--- src/rtl/bus_arbiter.sv ---
// Round-robin grant of the shared L2/memory bus to NUM_REQ cache controllers.
// Latency: grant visible one cycle after the request is sampled in IDLE; two dead cycles between owners.
// Backpressure: requests are level-held; non-owners wait, owner keeps the bus until it drops req.
// Optional build macro ARB_TIMEOUT_EN: revokes a grant after HOLD_MAX cycles and pulses timeout_err.
module bus_arbiter #(
  parameter int NUM_REQ  = 4,
  parameter int IDX_W    = $clog2(NUM_REQ),
  parameter int HOLD_MAX = 16
) (
  input  logic               clk,
  input  logic               rst,
  input  logic [NUM_REQ-1:0] req_arb,
  output logic [NUM_REQ-1:0] gnt_arb,
  output logic               bus_busy,
  output logic [IDX_W-1:0]   owner_idx,
  output logic               timeout_err
);

  localparam logic [1:0] ST_IDLE    = 2'd0;
  localparam logic [1:0] ST_GRANT   = 2'd1;
  localparam logic [1:0] ST_RELEASE = 2'd2;

  // Reject configurations the arbiter cannot honour at elaboration time.
  if (NUM_REQ < 2 || HOLD_MAX < 1) begin : g_bad_cfg
    $error("bus_arbiter: NUM_REQ must be >= 2 and HOLD_MAX >= 1");
  end

  logic [1:0]         state_q, state_d;
  logic [IDX_W-1:0]   ptr_q, ptr_d;
  logic [IDX_W-1:0]   owner_q, owner_d;
  logic [NUM_REQ-1:0] gnt_q, gnt_d;
  logic               win_vld;
  logic [IDX_W-1:0]   win_idx;

`ifdef ARB_TIMEOUT_EN
  localparam int             HOLD_W    = (HOLD_MAX > 1) ? $clog2(HOLD_MAX) : 1;
  localparam logic [HOLD_W-1:0] HOLD_LAST = HOLD_W'(HOLD_MAX - 1);
  logic [HOLD_W-1:0] hold_q, hold_d;
  logic              tout_q, tout_d;
`endif

  // (base + off) mod NUM_REQ without relying on a power-of-two requester count.
  function automatic logic [IDX_W-1:0] rr_idx(input logic [IDX_W-1:0] base, input int off);
    int c;
    c = int'(base) + off;
    if (c >= NUM_REQ) c = c - NUM_REQ;
    return c[IDX_W-1:0];
  endfunction

  // Winner search starting just above the last owner; walking down from the far end
  // lets the nearest candidate overwrite the others, so ptr_q itself ranks last.
  always_comb begin
    win_vld = 1'b0;
    win_idx = '0;
    for (int i = NUM_REQ; i >= 1; i--) begin
      if (req_arb[rr_idx(ptr_q, i)]) begin
        win_vld = 1'b1;
        win_idx = rr_idx(ptr_q, i);
      end
    end
  end

  // Next-state logic for the IDLE -> GRANT -> RELEASE turnaround FSM.
  always_comb begin
    state_d = state_q;
    ptr_d   = ptr_q;
    owner_d = owner_q;
    gnt_d   = gnt_q;
`ifdef ARB_TIMEOUT_EN
    hold_d  = hold_q;
    tout_d  = 1'b0;
`endif
    case (state_q)
      ST_IDLE: begin
        gnt_d = '0;
        if (win_vld) begin
          gnt_d   = NUM_REQ'(1) << win_idx;
          owner_d = win_idx;
          ptr_d   = win_idx;
          state_d = ST_GRANT;
`ifdef ARB_TIMEOUT_EN
          hold_d  = '0;
`endif
        end
      end
      ST_GRANT: begin
        // No preemption: only the owner's own request decides when the bus frees up.
        if (!req_arb[owner_q]) begin
          gnt_d   = '0;
          state_d = ST_RELEASE;
        end
`ifdef ARB_TIMEOUT_EN
        else if (hold_q == HOLD_LAST) begin
          // ptr already equals the owner, so the revoked cache ranks last next round.
          gnt_d   = '0;
          state_d = ST_RELEASE;
          tout_d  = 1'b1;
        end else begin
          hold_d  = hold_q + HOLD_W'(1);
        end
`endif
      end
      ST_RELEASE: begin
        gnt_d   = '0;
        state_d = ST_IDLE;
      end
      default: begin
        gnt_d   = '0;
        state_d = ST_IDLE;
      end
    endcase
  end

  // State registers; reset points ptr at the top requester so requester 0 wins first.
  always_ff @(posedge clk) begin
    if (rst) begin
      state_q <= ST_IDLE;
      ptr_q   <= IDX_W'(NUM_REQ - 1);
      owner_q <= '0;
      gnt_q   <= '0;
    end else begin
      state_q <= state_d;
      ptr_q   <= ptr_d;
      owner_q <= owner_d;
      gnt_q   <= gnt_d;
    end
  end

`ifdef ARB_TIMEOUT_EN
  // Hold counter and one-cycle timeout pulse.
  always_ff @(posedge clk) begin
    if (rst) begin
      hold_q <= '0;
      tout_q <= 1'b0;
    end else begin
      hold_q <= hold_d;
      tout_q <= tout_d;
    end
  end

  assign timeout_err = tout_q;
`else
  assign timeout_err = 1'b0;
`endif

  assign gnt_arb   = gnt_q;
  assign bus_busy  = |gnt_q;
  assign owner_idx = owner_q;

endmodule

--- config.mk ---
export PLATFORM = sky130hd
export DESIGN_NAME = bus_arbiter
export DESIGN_NICKNAME = d
export VERILOG_FILES = /design/src/rtl/bus_arbiter.sv
export SDC_FILE = /design/constraint.sdc
export NUM_CORES = 1
export LEC_CHECK = 0
export ABC_AREA = 1
export CORE_MARGIN = 1
export CORE_UTILIZATION = 50
export CTS_BUF_LIST = sky130_fd_sc_hd__clkbuf_8
export DETAILED_ROUTE_END_ITERATION = 10
export DONT_BUFFER_PORTS = 1
export GPL_ROUTABILITY_DRIVEN = 0
export GPL_TIMING_DRIVEN = 0
export PLACE_DENSITY_LB_ADDON = 0.12
export SYNTH_ARGS = -nofsm -noshare
export SYNTH_HDL_FRONTEND = slang
export SYNTH_SLANG_ARGS = --single-unit
--- constraint.sdc ---
create_clock -name clk -period 1.36 [get_ports clk]
set_input_delay 0.272 -clock clk [delete_from_list [all_inputs] [get_ports clk]]
set_output_delay 0.272 -clock clk [all_outputs]
set_load 0.02 [all_outputs]
==> impl_metrics.env <==
export IMPL_clock_latency_ns=0.23
export IMPL_start_util_pct=53.7
export IMPL_crit_arrival_ns=1.18
export IMPL_dr_first_iter_drc_count=13
export IMPL_ys_ff_latch=10
export IMPL_place_hpwl_um=1140
export IMPL_synth_top_cell_by_area="dfxtp_1"
export IMPL_ioPinCount=14
export IMPL_yosysMostFrequentCell="nand2_1"
export IMPL_place_ws_ns=0.00450
export IMPL_cts_buffer_depth=2
export IMPL_ir_drop_mv=1.64
export IMPL_synth_area_per_cell_um2=6.07
export IMPL_portBuffers=0
export IMPL_finalNonFillerCells=137
export IMPL_skew_ns=0.000984
export IMPL_htree_levels=1
export IMPL_path_clk_slew_ns=0.05
export IMPL_synthDistinctLibCells=20
export IMPL_totalWireLength_um=1900
export IMPL_grt_pass1_vias=625
export IMPL_antenna_left=0
export IMPL_die_area_um2=1550
export IMPL_placed_area_um2=717
export IMPL_routedWlPerCell_um=13.9
export IMPL_worst_path_max_fanout=3
export IMPL_yosysWarnings=0
export IMPL_cts_tree="done"
export IMPL_synthDominantCellAreaShare_pct=28.7
export IMPL_num_fill_cells=108
export IMPL_syn_nets=121
export IMPL_synth_edff_count=0
export IMPL_antenna_cells=0
export IMPL_setup_viol=2
export IMPL_grt_usage_pct=24.2
export IMPL_grt_max_degree=11
export IMPL_core_um2=1300
export IMPL_end_kind="output port"
export IMPL_finalCriticalPeriod_ns=1.45
export IMPL_crit_type="flop to output port"
export IMPL_nNetsFinal=129
export IMPL_rsz0062_at_grt="true"
export IMPL_critical_path_buf_inv_count=0
export IMPL_async_flop_share_pct=0
export IMPL_yosys_top_cells_area="dfxtp_1, nand2_1, nand2_2, inv_1, a21oi_1"
export IMPL_post_place_cells=130
export IMPL_violations="setup timing"
export IMPL_fin_crit_sh_pct=107
export IMPL_hp_class="input port to flop"
export IMPL_regArea_um2=210
export IMPL_crit_chain="or4_4"
export IMPL_synth_seq_area_share_pct=28.7
export IMPL_area_delta_synth_final_pct=32.6
export IMPL_synth_flop_cell="dfxtp_1"
export IMPL_fmax_mhz=688
export IMPL_worst_setup_path_start_kind="flop"
export IMPL_setup_ws_ns=-0.0929
export IMPL_cp_required_ns=1.09
export IMPL_p_leak_uw=0.000444
export IMPL_multi_input_area_um2=539
export IMPL_status="finished, violations left"
export IMPL_post_route_drc_count=0
export IMPL_cpLargestDelayFamily="simple AND/OR/NAND/NOR gates"
export IMPL_layout_drive_gt1_share_pct=48.4
export IMPL_crit_path_top_delay_cell="or4_4"
export IMPL_vias=743
export IMPL_cts_sinks=10
export IMPL_vias_per_cell=5.42
export IMPL_max_stage_delay_ns=0.59
export IMPL_post_route_util_pct=71.2
export IMPL_grt_remaining_overflow=0
export IMPL_antenna_found_initial=0
export IMPL_hold_worst_slack_ns=0.0872
export IMPL_std_cell_rows=13
export IMPL_cts_root_buf="clkbuf_8"
export IMPL_cap_violations=0
export IMPL_first_pass_iters=6
export IMPL_synth_common_cells="nand2_1, inv_1, dfxtp_1"
export IMPL_finalHoldViolCount=0
export IMPL_final_max_slew_violation_count=0
export IMPL_finalInstanceArea_um2=926
export IMPL_die_x_um=39.4
export IMPL_synthCells=115
export IMPL_fp_dieH_um=39.4
export IMPL_synth_area_um2=698
export IMPL_cts_buffers=3
export IMPL_power_density_nw_per_um2=2940
export IMPL_grt_pass1_wl_um=2480
## cells in the final DEF, fill, tap and decap left out, drive strengths merged
cell type / count
nand3: 6
clkbuf: 4
o21ai: 2
a21oi: 8
or4: 1
nand4: 3
conb: 1
nand2: 57
nor2: 8
inv: 14
buf: 5
o211ai: 3
dfxtp: 10
## stage by stage
| stage | power [uW] | setup TNS, ns |
|---|---|---|
| 5_1_grt | 2900 | -0.537 |
| 3_5_place_dp | 1830 | 0 |
| 6_report | 2720 | -0.137 |
| 2_1_floorplan | 1630 | 0 |
| 4_1_cts | 2310 | -0.101 |
| 3_3_place_gp | 1810 | 0 |
## metal layers
metal / global-route usage, % / part of all wire [%] / vias up
met5: 0 / 0 / -
met3: 2.27 / 3.5 / 6
li1: - / - / 375
met1: 26.4 / 42 / 342
met4: 12.9 / 1.5 / 0
met2: 45.0 / 53 / 20
## flip-flops by register name, summed over array words and instances (netlist names)
signal,flops
gnt_arb,4
ptr_q,2
state_q,2
owner_idx,2
## area by class of cell
type / count / area share (%)
buffer: 2 / 2.03
multi-input combinational: 89 / 58.2
clock buffer: 4 / 5.95
tap: 15 / 2.03
timing repair buffer: 3 / 2.84
sequential: 10 / 22.7
inverter: 14 / 6.22
## path summary, 6_finish.rpt
path | startpoint | endpoint | slack, ns | depth (start not counted)
min | rst | owner_idx[1] | 0.09 | 1
max reg2reg | ptr_q[0] | gnt_arb[2] | -0.04 | 10
max | gnt_arb[2] | bus_busy | -0.09 | 1
min reg2reg | gnt_arb[0] | gnt_arb[0] | 0.52 | 2
## report_power, final
group / internal, uW / switching, uW / total (uW)
Combinational: 625 / 1050 / 1670
Clock: 254 / 112 / 366
Sequential: 444 / 240 / 684
Total: 1320 / 1400 / 2720
## cell families after synthesis
family                 share of synthesized area, %
flip-flops                                     28.7
other                                         0.537
buffers and inverters                          10.2
AO/OA/AOI/OAI                                  10.4
AND/OR/NAND/NOR                                50.2
## what timing repair did
action,in CTS,in global routing
hold endpoints to repair,0,0
gates resized for setup,9,37
hold buffers,0,0
endpoints found under the setup margin,6,9
cloned,1,0
setup buffers,0,2
pin swaps,1,20
No activity file was read; power rests on OpenSTA's default activity.
